<file path="config.mk">
export PLATFORM = sky130hd
export DESIGN_NAME = ibus_cksyn_gen
export DESIGN_NICKNAME = d
export VERILOG_FILES = /design/src/rtl/ibus_cksyn_pkg.sv /design/src/rtl/ibus_cksyn_cnt.sv /design/src/rtl/ibus_cksyn_gen.sv
export SDC_FILE = /design/constraint.sdc
export NUM_CORES = 1
export LEC_CHECK = 0
export ABC_AREA = 1
export CAP_MARGIN = 0
export CORE_MARGIN = 4
export CORE_UTILIZATION = 50
export DETAILED_ROUTE_END_ITERATION = 10
export GPL_TIMING_DRIVEN = 0
export PLACE_DENSITY = 0.74
export SETUP_SLACK_MARGIN = 0.2
export SLEW_MARGIN = 10
export SYNTH_ARGS = -nofsm -noshare
export SYNTH_HDL_FRONTEND = slang
export SYNTH_HIERARCHICAL = 1
export SYNTH_SLANG_ARGS = --single-unit
</file>
<file path="constraint.sdc">
create_clock -name clk_ext -period 5.1 [get_ports clk_ext]
set_input_delay 0.765 -clock clk_ext [delete_from_list [all_inputs] [get_ports clk_ext]]
set_output_delay 0.765 -clock clk_ext [all_outputs]
set_load 0.005 [all_outputs]
</file>
<file path="src/rtl/ibus_cksyn_pkg.sv">
// rtl/ibus_cksyn_pkg.sv - shared state encoding, default width and ratio legality check
// for the ibus clock-sync toggle/strobe generator.
package ibus_cksyn_pkg;

  typedef enum logic [1:0] {
    IDLE = 2'b00,
    RUN  = 2'b01,
    PEND = 2'b10
  } cksyn_state_e;

  localparam int DEF_CNT_W = 4;

  // A ratio is usable when it is non-zero and fits in cnt_w bits.
  function automatic bit ratio_legal(input int ratio, input int cnt_w);
    return (ratio >= 1) && (ratio <= ((1 << cnt_w) - 1));
  endfunction

endpackage

</file>
<file path="src/rtl/ibus_cksyn_cnt.sv">
// rtl/ibus_cksyn_cnt.sv - interval counter running 0..ratio-1 with wrap detect.
// Held at zero while disabled; clr restarts the interval against a newly applied ratio.
module ibus_cksyn_cnt
  import ibus_cksyn_pkg::*;
#(
  parameter int CNT_W = DEF_CNT_W
) (
  input  logic             clk_ext,
  input  logic             rst_a,
  input  logic             en,
  input  logic             clr,
  input  logic [CNT_W-1:0] ratio,
  output logic             wrap
);

  localparam logic [CNT_W-1:0] ONE = CNT_W'(1);

  logic [CNT_W-1:0] cnt;

  // ratio is never zero, so ratio-1 cannot underflow.
  assign wrap = en && (cnt == (ratio - ONE));

  always_ff @(posedge clk_ext or posedge rst_a) begin
    if (rst_a) begin
      cnt <= '0;
    end else if (!en || clr || wrap) begin
      cnt <= '0;
    end else begin
      cnt <= cnt + ONE;
    end
  end

endmodule

</file>
<file path="src/rtl/ibus_cksyn_gen.sv">
// rtl/ibus_cksyn_gen.sv - programmable toggle/strobe generator with req/ack ratio change.
// New ratios take effect only on an interval boundary (or while idle), so toggle never runts.
module ibus_cksyn_gen
  import ibus_cksyn_pkg::*;
#(
  parameter int CNT_W     = DEF_CNT_W,
  parameter int DEF_RATIO = 1
) (
  input  logic             clk_ext,
  input  logic             rst_a,
  input  logic             en,
  input  logic             ratio_req,
  input  logic [CNT_W-1:0] ratio_in,
  output logic             ratio_ack,
  output logic [CNT_W-1:0] ratio_cur,
  output logic             toggle,
  output logic             strobe
);

  // An illegal DEF_RATIO falls back to the legacy half-rate ratio of 1.
  localparam int               DEF_R_INT = ratio_legal(DEF_RATIO, CNT_W) ? DEF_RATIO : 1;
  localparam logic [CNT_W-1:0] DEF_R     = CNT_W'(DEF_R_INT);
  localparam logic [CNT_W-1:0] ONE       = CNT_W'(1);

  cksyn_state_e     state_q;
  cksyn_state_e     state_d;
  logic [CNT_W-1:0] pend_r;
  logic [CNT_W-1:0] pend_d;
  logic [CNT_W-1:0] apply_val;
  logic [CNT_W-1:0] ratio_clamped;
  logic             ack_seen;
  logic             req_new;
  logic             apply;
  logic             wrap;

  assign ratio_clamped = (ratio_in == '0) ? ONE : ratio_in;
  // A request still held after its own ack must not be taken as a new one.
  assign req_new       = ratio_req && !ack_seen;

  ibus_cksyn_cnt #(
    .CNT_W (CNT_W)
  ) u_cnt (
    .clk_ext (clk_ext),
    .rst_a   (rst_a),
    .en      (en),
    .clr     (apply),
    .ratio   (ratio_cur),
    .wrap    (wrap)
  );

  always_comb begin
    state_d   = state_q;
    pend_d    = pend_r;
    apply     = 1'b0;
    apply_val = ratio_clamped;
    case (state_q)
      IDLE: begin
        if (en) state_d = RUN;
        if (req_new) apply = 1'b1;
      end
      RUN: begin
        if (!en) begin
          state_d = IDLE;
        end else if (req_new) begin
          if (wrap) begin
            apply = 1'b1;
          end else begin
            pend_d  = ratio_clamped;
            state_d = PEND;
          end
        end
      end
      PEND: begin
        apply_val = pend_r;
        if (!en) begin
          apply   = 1'b1;
          state_d = IDLE;
        end else if (wrap) begin
          apply   = 1'b1;
          state_d = RUN;
        end
      end
      default: state_d = IDLE;
    endcase
  end

  always_ff @(posedge clk_ext or posedge rst_a) begin
    if (rst_a) begin
      state_q   <= IDLE;
      pend_r    <= '0;
      ack_seen  <= 1'b0;
      ratio_cur <= DEF_R;
      ratio_ack <= 1'b0;
      toggle    <= 1'b0;
      strobe    <= 1'b0;
    end else begin
      state_q   <= state_d;
      pend_r    <= pend_d;
      ratio_ack <= apply;
      strobe    <= wrap;
      if (apply) ratio_cur <= apply_val;
      if (wrap) toggle <= ~toggle;
      if (apply) begin
        ack_seen <= 1'b1;
      end else if (!ratio_req) begin
        ack_seen <= 1'b0;
      end
    end
  end

endmodule

</file>
==> run metrics, run 1 <==
Crit-path slowest cell clkdlybuf4s50_1; fmax 0.414 GHz; worst r2r src ratio_cur[0]$_DFFE_PP1P_; Finished Layout Cells 176; I/O Pins 15; CP max FO 6; hold-fix buffer count after cts 0; ANT cells 0; Mapped Cells 131; Routed WL 1690 um; NetSw 0.241 mW; internal power 0.378 mW; 1st-pass router iterations 4; CTS sink cnt 18; dominant cells by area after synthesis dfrtp_1 42%, nand2_1 15%, inv_1 6.7%, nand3_1 5.4%, nor2_4 4.4%; Worst Max-Slew Pin Slew 0.543 ns; Flop pwr share 40.3%; clk root buf clkbuf_4; syn avg cell area 7.76 um2; Worst EP arrival 2.60 ns; vias in the first global route 761; pin count of the biggest net entering global routing 15; Critical Path RT 5.29 ns; post-synth cell types 20; share of layout cells above drive strength 1 15.4%; Final HPWL DP 1380 um; #FFs+latches synth 18; Fin Setup TNS 0 ns; Routability Congestion 0.760; commonest non-fill, non-tap cell in the layout nand2_1; sequential cell area fraction in the yosys report 44.5%; Bufs and invs on worst path 3; Antenna Nets Post-Route 0; fin crit period 2.41 ns; clock power share 14.1%; area delta synth->final 20.7%; Worst Min Path Start toggle$_DFFE_PP0P_; max-slew violation count 0; CTS tree yes; post-place setup slack 2.35 ns; Die Ht 53.1 um; Comb power frac 45.6%; slew margin rel. 63.8%; Crit. End Element flop; dominant cell type by area after synthesis dfrtp_1; CP startpoint en; worst skew pair latency 0.29 ns; DIE WIDTH 53.1 um; syn nets 141; Top Family by Delay on Critical Path simple AND/OR/NAND/NOR gates; crit-path most repeated cell nand2_1; Total Power 0.619 mW; Congestion Overflow GR 0; CTS clk-pin slew, worst paths 0.10 ns; Post-Syn Area 1020 um2; Sw Ratio 38.9%; DR vias 802; power per cell area 505 nW/um2; drc violations 0; Vias/cell 4.56; row count 16; setup ws final 2.69 ns; initial antenna violation count 0; Initial Util 52.3%; commonest non-fill, non-tap cells in the layout 40 x nand2_1, 18 x inv_1, 17 x dfrtp_1; Final Cycle Share 47.3%; Static Leak 0.656 nW; Setup Skew 0.00194 ns; gr usage total 14.9%; worst ir drop on vdd 0.000329 V; PostCTS Resize Cnt 0; crit path kind in -> reg; CORE AREA 1940 um2; initial drt markers 6; Layout Nets 160; top cell type's share of synthesized area 41.9%; Max Cap Viol 0; crit path cell chain clkdlybuf4s50_1 > nand2_1 > nor2_1 > nand2_1 > nor2_2 > nand2_2 > inv_1 > nand2_1 > inv_1 > nand3_4 > nand2_4 > nor2_4 > nand2_2 > nor2_1; first-pass GRT wire length 3080 um; Die ar. 2820 um2; clock buffer depth 2; Hold Crit Class reg -> reg; Post-Layout Inst Area 1230 um2; CP startpoint kind primary input; TritonCTS buffer count 3; unrepaired setup endpoints after global routing false; Area after DPL 1190 um2; count of final setup violators 0; placed insts 172; status complete, no violations; Setup Buffers After CTS 0; fillers 184; post-DR wirelength/cell 9.59 um; H-tree depth 1; delay of the slowest cell on the worst path 0.59 ns; Hold Vio Cnt, Final 0; Ys Warns 6; IO buf count 14
-- synthesized netlist by cell type --
| cell type | count |
|---|---|
| inv_2 | 5 |
| nand2_1 | 40 |
| nor2_1 | 11 |
| ha_1 | 2 |
| xnor2_1 | 2 |
| inv_1 | 18 |
| nand2_4 | 1 |
| dfstp_2 | 1 |
| nand3_2 | 1 |
| dfrtp_1 | 17 |
| nand3_1 | 11 |
| nand2_2 | 3 |
| a21oi_1 | 1 |
| nand3_4 | 1 |
| clkinv_2 | 1 |
| nor2_2 | 2 |
| o21ai_0 | 6 |
| xor2_1 | 3 |
| o211ai_1 | 1 |
| nor2_4 | 4 |
-- layer usage --
metal | vias to the layer above | global-route usage (%) | share of wire (%)
met5 | - | 0 | 0
met4 | 0 | 6.38 | 1.8
met3 | 4 | 2.54 | 3.3
met2 | 10 | 26.4 | 50
met1 | 355 | 17.4 | 45
li1 | 433 | - | -
-- worst paths after layout --
kind	cells after the start	slack, ns	to
min in group asynchronous	2	0.67	u_cnt/cnt[0]$_DFF_PP0_
worst min-delay path	1	0.47	toggle$_DFFE_PP0P_
worst max register to register	16	2.82	u_cnt/cnt[3]$_DFF_PP0_
max in group asynchronous	2	3.90	ratio_cur[0]$_DFFE_PP1P_
worst min register to register	1	0.47	toggle$_DFFE_PP0P_
worst max-delay path	14	2.69	u_cnt/cnt[3]$_DFF_PP0_
-- power by group through the flow --
| stage | Sequential, mW | Clock (mW) | Combinational [mW] |
|---|---|---|---|
| 6_report | 0.250 | 0.0871 | 0.282 |
| 5_1_grt | 0.260 | 0.0966 | 0.329 |
| 4_1_cts | 0.251 | 0.0902 | 0.287 |
| 3_5_place_dp | 0.255 | 0 | 0.286 |
| 3_3_place_gp | 0.251 | 0 | 0.278 |
| 2_1_floorplan | 0.248 | 0 | 0.197 |
-- area by class of cell --
cell class | instances | area, um2 | area share [%]
sequential | 18 | 452 | 36.8
inverter | 24 | 91.3 | 7.45
timing repair buffer | 14 | 140 | 11.4
multi-input combinational | 89 | 473 | 38.6
clock buffer | 4 | 36.3 | 2.96
tap | 27 | 33.8 | 2.76
-- registers in the layout, indices dropped and copies added, names as in the netlist --
| signal | cells |
|---|---|
| ack_seen | 1 |
| pend_r | 4 |
| ratio_ack | 1 |
| ratio_cur | 4 |
| state_q | 2 |
| strobe | 1 |
| toggle | 1 |
| u_cnt/cnt | 4 |
-- cells by family after synthesis --
group | share of synthesized area (%)
fa+ha+maj | 2.46
xor+xnor | 4.31
buf+inv | 8.99
compound gates | 4.19
flops | 44.5
simple gates | 35.6
-- through the flow --
stage	util [%]	hold WS [ns]
after floorplan	-	0.453
after global placement	61.3	0.451
after detailed placement	61.3	0.453
after CTS	63.1	0.471
after global routing	63.1	0.481
final	63.1	0.467
Note: power is estimated with default switching activity, not from simulation.
==> run 2, diff against run 1 <==
CORE_UTILIZATION = 47   (was 50)
PLACE_DENSITY = 0.73   (was 0.74)
clock period = 2.2 ns   (was 5.1 ns; I/O delays follow)
==> run 2 against run 1 <==
Net effect: combinational power increased to 2.9 times the previous value; setup slack worse by 2.5 ns; largest cell class unchanged; clock skew grew 0.0050 ns; first-iteration DRC count is 83% higher.
==> run metrics, run 2 (synthesized netlist as in run 1, its figures left out) <==
CTS sink cnt 18 (unchanged); ANT cells 0 (unchanged); Final HPWL DP 1500 um (+8.6%); share of layout cells above drive strength 1 24.7% (+9.2 points); Congestion Overflow GR 0 (unchanged); drc violations 0 (unchanged); Critical Path RT 2.43 ns (-2.86 ns); gr usage total 16.5% (+1.6 points); vias in the first global route 870 (+14%); Post-Layout Inst Area 1330 um2 (+8.5%); Fin Setup TNS 0 ns (unchanged); unrepaired setup endpoints after global routing true; Vias/cell 4.69 (+2.8%); Static Leak 0.701 nW (+6.9%); Initial Util 50.7% (-1.6 points); initial antenna violation count 0 (unchanged); Worst EP arrival 2.20 ns (-0.40 ns); hold-fix buffer count after cts 0 (unchanged); Max Cap Viol 0 (unchanged); worst ir drop on vdd 0.000590 V (+79%); initial drt markers 11 (+5); post-DR wirelength/cell 10.8 um (+13%); slew margin rel. 65.2% (+1.4 points); worst skew pair latency 0.30 ns (about the same); area delta synth->final 30.9%; Hold Crit Class in -> async; crit path kind reg -> reg; first-pass GRT wire length 3410 um (+11%); CTS tree yes; power per cell area 1200 nW/um2 (+140%); largest registers pend_r (4), ratio_cur (4), u_cnt/cnt (4); CP startpoint kind flop; Crit. End Element flop; IO buf count 14 (unchanged); commonest non-fill, non-tap cells in the layout 38 x nand2_1, 17 x dfrtp_1, 16 x inv_1; max-slew violation count 0 (unchanged); Die Ht 54.5 um (+2.7%); Final Cycle Share 89.5%; fillers 160 (-13%); pin count of the biggest net entering global routing 15 (unchanged); CTS clk-pin slew, worst paths 0.10 ns (about the same); H-tree depth 1 (unchanged); count of final setup violators 0 (unchanged); clock buffer depth 2 (unchanged); row count 16 (unchanged); clk root buf clkbuf_4; DR vias 867 (+8.1%); Area after DPL 1190 um2 (+0.21%); status complete, no violations; CORE AREA 2000 um2 (+3.1%); Die ar. 2970 um2 (+5.4%); Routed WL 2000 um (+18%); fmax 0.508 GHz; I/O Pins 15 (unchanged); fin crit period 1.97 ns; TritonCTS buffer count 3 (unchanged); Routability Congestion 0.752 (-1.1%); 1st-pass router iterations 4 (unchanged); DIE WIDTH 54.5 um (+2.7%); Antenna Nets Post-Route 0 (unchanged); CP max FO 4 (-2); Layout Nets 169 (+5.6%); commonest non-fill, non-tap cell in the layout nand2_1; Hold Vio Cnt, Final 0 (unchanged); Setup Skew 0.00694 ns (+0.00499 ns); Worst Max-Slew Pin Slew 0.522 ns (-0.0211 ns)
[run 2: changes by cell type in the layout (fill, tap and decap cells not counted), sizes merged]
cell and delta:
buf +9
[run 2: layer usage]
layer	share of wire, %	track usage (%)
met5	0	0
met4	3.2	11.2
met3	2.6	2.45
met2	52	31.3
met1	42	16.0
[run 2: timing repair]
item,4_1_cts,5_1_grt
gates cloned,0,0
gates resized for setup,2,6
setup buffers,5,4
setup endpoints to repair,8,10
pin swaps,5,14
[run 2: worst paths after layout]
check / from / to / slack, ns / cells past startpoint
worst min register to register: pend_r[2]$_DFFE_PP0P_ / pend_r[2]$_DFFE_PP0P_ / 0.50 / 2
min in group clk_ext: pend_r[2]$_DFFE_PP0P_ / pend_r[2]$_DFFE_PP0P_ / 0.50 / 2
max in group asynchronous: rst_a / ratio_cur[0]$_DFFE_PP1P_ / 1.46 / 2
worst max register to register: ratio_cur[0]$_DFFE_PP1P_ / u_cnt/cnt[0]$_DFF_PP0_ / 0.23 / 16
worst min-delay path: rst_a / u_cnt/cnt[0]$_DFF_PP0_ / 0.23 / 2
worst max-delay path: ratio_cur[0]$_DFFE_PP1P_ / u_cnt/cnt[0]$_DFF_PP0_ / 0.23 / 16
[run 2: final cells by class]
class                   instances  area, um2  share of cell area [%]
clock buffers                   4       36.3                    2.73
inverters                      24       93.8                    7.06
multi-input cells              89        503                    37.8
flip-flops and latches         18        452                    34.0
well taps                      27       33.8                    2.54
repair buffers                 23        211                    15.9
[run 2: critical path, cell delays in order (launching register included)]
cell and delay, ns:
dfstp_2 0.55, inv_2 0.05, ha_4 0.26, nand2_1 0.04
inv_1 0.05, nor2_1 0.04, nand2_1 0.07, nor2_2 0.04
nand2_2 0.09, inv_4 0.05, nor2_4 0.15, nor2_4 0.05
nor2_4 0.11, nand2_4 0.08, nor2_4 0.08, nand2_2 0.07
nor2_1 0.11
[run 2: stage by stage]
stage | worst slack, ns | std cells | total power [mW] | util, % | hold WS, ns
6_report | 0.232 | 185 | 1.59 | 66.4 | 0.229
5_1_grt | 0.0780 | 185 | 1.74 | 66.4 | 0.227
4_1_cts | 0.221 | 181 | 1.54 | 63.9 | 0.221
3_5_place_dp | 0.0284 | 172 | 1.28 | 59.6 | 0.477
3_3_place_gp | 0.0375 | 172 | 1.23 | 59.6 | 0.450
2_1_floorplan | 0.203 | 131 | 1.04 | - | 0.0961
[run 2: power by group]
group	leakage, nW	internal [mW]	switching, mW
combinational	0.453	0.393	0.417
sequential	0.227	0.470	0.109
clock	0.0210	0.101	0.102
total	0.701	0.964	0.627
==> run 3, diff against run 2 <==
CORE_UTILIZATION = 50   (was 47)
PLACE_DENSITY = 0.74   (was 0.73)
clock period = 1.9 ns   (was 2.2 ns; I/O delays follow)
==> run 3 against run 2 <==
Net effect: the flow now finishes with violations (setup timing); clock power grew 17%; sequential power grew 16%; clock-buffer cell count is the same; maximum frequency grew 0.70%; critical path type unchanged; highest routed layer unchanged.
==> run metrics, run 3 (synthesized netlist as in run 1, its figures left out) <==
count of final setup violators 7 (+7); Congestion Overflow GR 0 (unchanged); unrepaired setup endpoints after global routing true; setup ws final -0.0542 ns (-0.286 ns); post-place setup slack -0.200 ns (-0.229 ns); max-slew violation count 0 (unchanged); CORE AREA 1940 um2 (-3.0%); Layout Nets 166 (-1.8%); Crit. End Element flop; post-DR wirelength/cell 10.7 um (-0.94%); Static Leak 0.704 nW (+0.36%); fillers 165 (+3.1%); CP startpoint kind flop; CP startpoint ratio_cur[0]$_DFFE_PP1P_; drc violations 0 (unchanged); Post-Layout Inst Area 1350 um2 (+1.5%); fmax 0.512 GHz (+0.70%); row count 16 (unchanged); 1st-pass router iterations 4 (unchanged); Initial Util 52.3% (+1.6 points); worst ir drop on vdd 0.000778 V (+32%); Routed WL 1950 um (-2.6%); power per cell area 1370 nW/um2 (+15%); area delta synth->final 32.9%; failing checks setup timing; Critical Path RT 2.13 ns (-0.30 ns); clock buffer depth 2 (unchanged); Worst Max-Slew Pin Slew 0.534 ns (+0.0119 ns); worst r2r src ratio_cur[0]$_DFFE_PP1P_; reg2reg path depth 16 (unchanged); hold-fix buffer count after cts 0 (unchanged); Vias/cell 4.66 (-0.46%); CTS sink cnt 18 (unchanged); vias in the first global route 835 (-4.0%); Total Power 1.85 mW (+17%); DIE WIDTH 53.1 um (-2.6%); first-pass GRT wire length 3390 um (-0.41%); Final HPWL DP 1480 um (-1.4%); status complete, but fails checks; hold_ws 0.191 ns (-0.0375 ns); DR vias 849 (-2.1%); ANT cells 0 (unchanged); Hold Vio Cnt, Final 0 (unchanged); Worst EP arrival 2.19 ns (about the same); initial antenna violation count 0 (unchanged); crit path kind reg -> reg; clk root buf clkbuf_4; Area after DPL 1200 um2 (+1.0%); CTS clk-pin slew, worst paths 0.10 ns (about the same); share of layout cells above drive strength 1 27.1% (+2.4 points); Final Cycle Share 103% (+13 points); CP max FO 6 (+2); largest registers pend_r (4), ratio_cur (4), u_cnt/cnt (4); commonest non-fill, non-tap cell in the layout nand2_1; Max Cap Viol 0 (unchanged); Die ar. 2820 um2 (-5.1%); initial drt markers 14 (+3); worst skew pair latency 0.29 ns (about the same); TritonCTS buffer count 3 (unchanged); Core Util, Final 69.5% (+3.1 points); I/O Pins 15 (unchanged); Setup Skew 0.00127 ns (-0.00567 ns); Die Ht 53.1 um (-2.6%); IO buf count 14 (unchanged); Antenna Nets Post-Route 0 (unchanged); slew margin rel. 64.4% (-0.79 points); Routability Congestion 0.762 (+1.4%); pin count of the biggest net entering global routing 15 (unchanged); gr usage total 16.7% (+0.25 points); CTS tree yes; commonest non-fill, non-tap cells in the layout 38 x nand2_1, 17 x dfrtp_1, 15 x inv_1; fin crit period 1.95 ns (-0.0137 ns); H-tree depth 1 (unchanged); Hold Crit Class in -> async
==> run 3: cell types whose count changed in the layout (fill, tap and decap cells not counted), sizes merged <==
cell / delta
buf: -3
dlygate4sd2: +1
clkdlybuf4s50: -1
==> run 3: final timing paths <==
check                                                end  slack (ns)
worst max register to register    u_cnt/cnt[1]$_DFF_PP0_       -0.05
max in group asynchronous       ratio_cur[0]$_DFFE_PP1P_        1.18
min in group clk_ext                  toggle$_DFFE_PP0P_        0.47
worst max-delay path              u_cnt/cnt[1]$_DFF_PP0_       -0.05
worst min-delay path              u_cnt/cnt[1]$_DFF_PP0_        0.19
worst min register to register        toggle$_DFFE_PP0P_        0.47
==> run 3: layer usage <==
layer	track usage, %	share of wire (%)	vias up
li1	-	-	443
met1	18.0	41	393
met2	31.4	55	9
met3	2.54	2.2	4
met4	7.66	1.3	0
met5	0	0	-
==> run 3: layout make-up <==
cell class	count	area [um2]	share of cell area, %
Clock buffer	4	36.3	2.69
Inverter	24	93.8	6.95
Multi-Input combinational cell	89	531	39.3
Sequential cell	18	452	33.5
Tap cell	27	33.8	2.50
Timing Repair Buffer	20	204	15.1
==> run 3: per-stage QoR <==
stage	TNS, ns	cells
2_1_floorplan	-0.000257	131
3_3_place_gp	-0.737	172
3_5_place_dp	-1.05	172
4_1_cts	-0.203	181
5_1_grt	-1.66	182
6_report	-0.238	182
==> run 3: power breakdown <==
part	switching (mW)	total, mW	internal [mW]
Clock	0.120	0.237	0.117
Sequential	0.128	0.672	0.544
Combinational	0.491	0.945	0.455
Total	0.739	1.85	1.12
==> run 3: repair_timing <==
| action | 4_1_cts | 5_1_grt |
|---|---|---|
| pin swaps | 14 | 9 |
| resized for setup | 10 | 6 |
| endpoints found under the hold margin | 0 | 0 |
| setup buffers | 5 | 1 |
| endpoints found under the setup margin | 17 | 17 |
==> run 3: critical path, cell delays in order, from the launching register on <==
cell	delay (ns)
dfstp_2	0.55
inv_2	0.05
ha_4	0.27
nand2_2	0.05
inv_2	0.04
nor2_1	0.03
nand2_1	0.06
nor2_2	0.04
nand2_2	0.09
inv_4	0.06
nor2_4	0.13
nor2_4	0.05
nor2_4	0.12
nand2_4	0.09
nor2_4	0.11
nand2_4	0.07
nor2_2	0.08
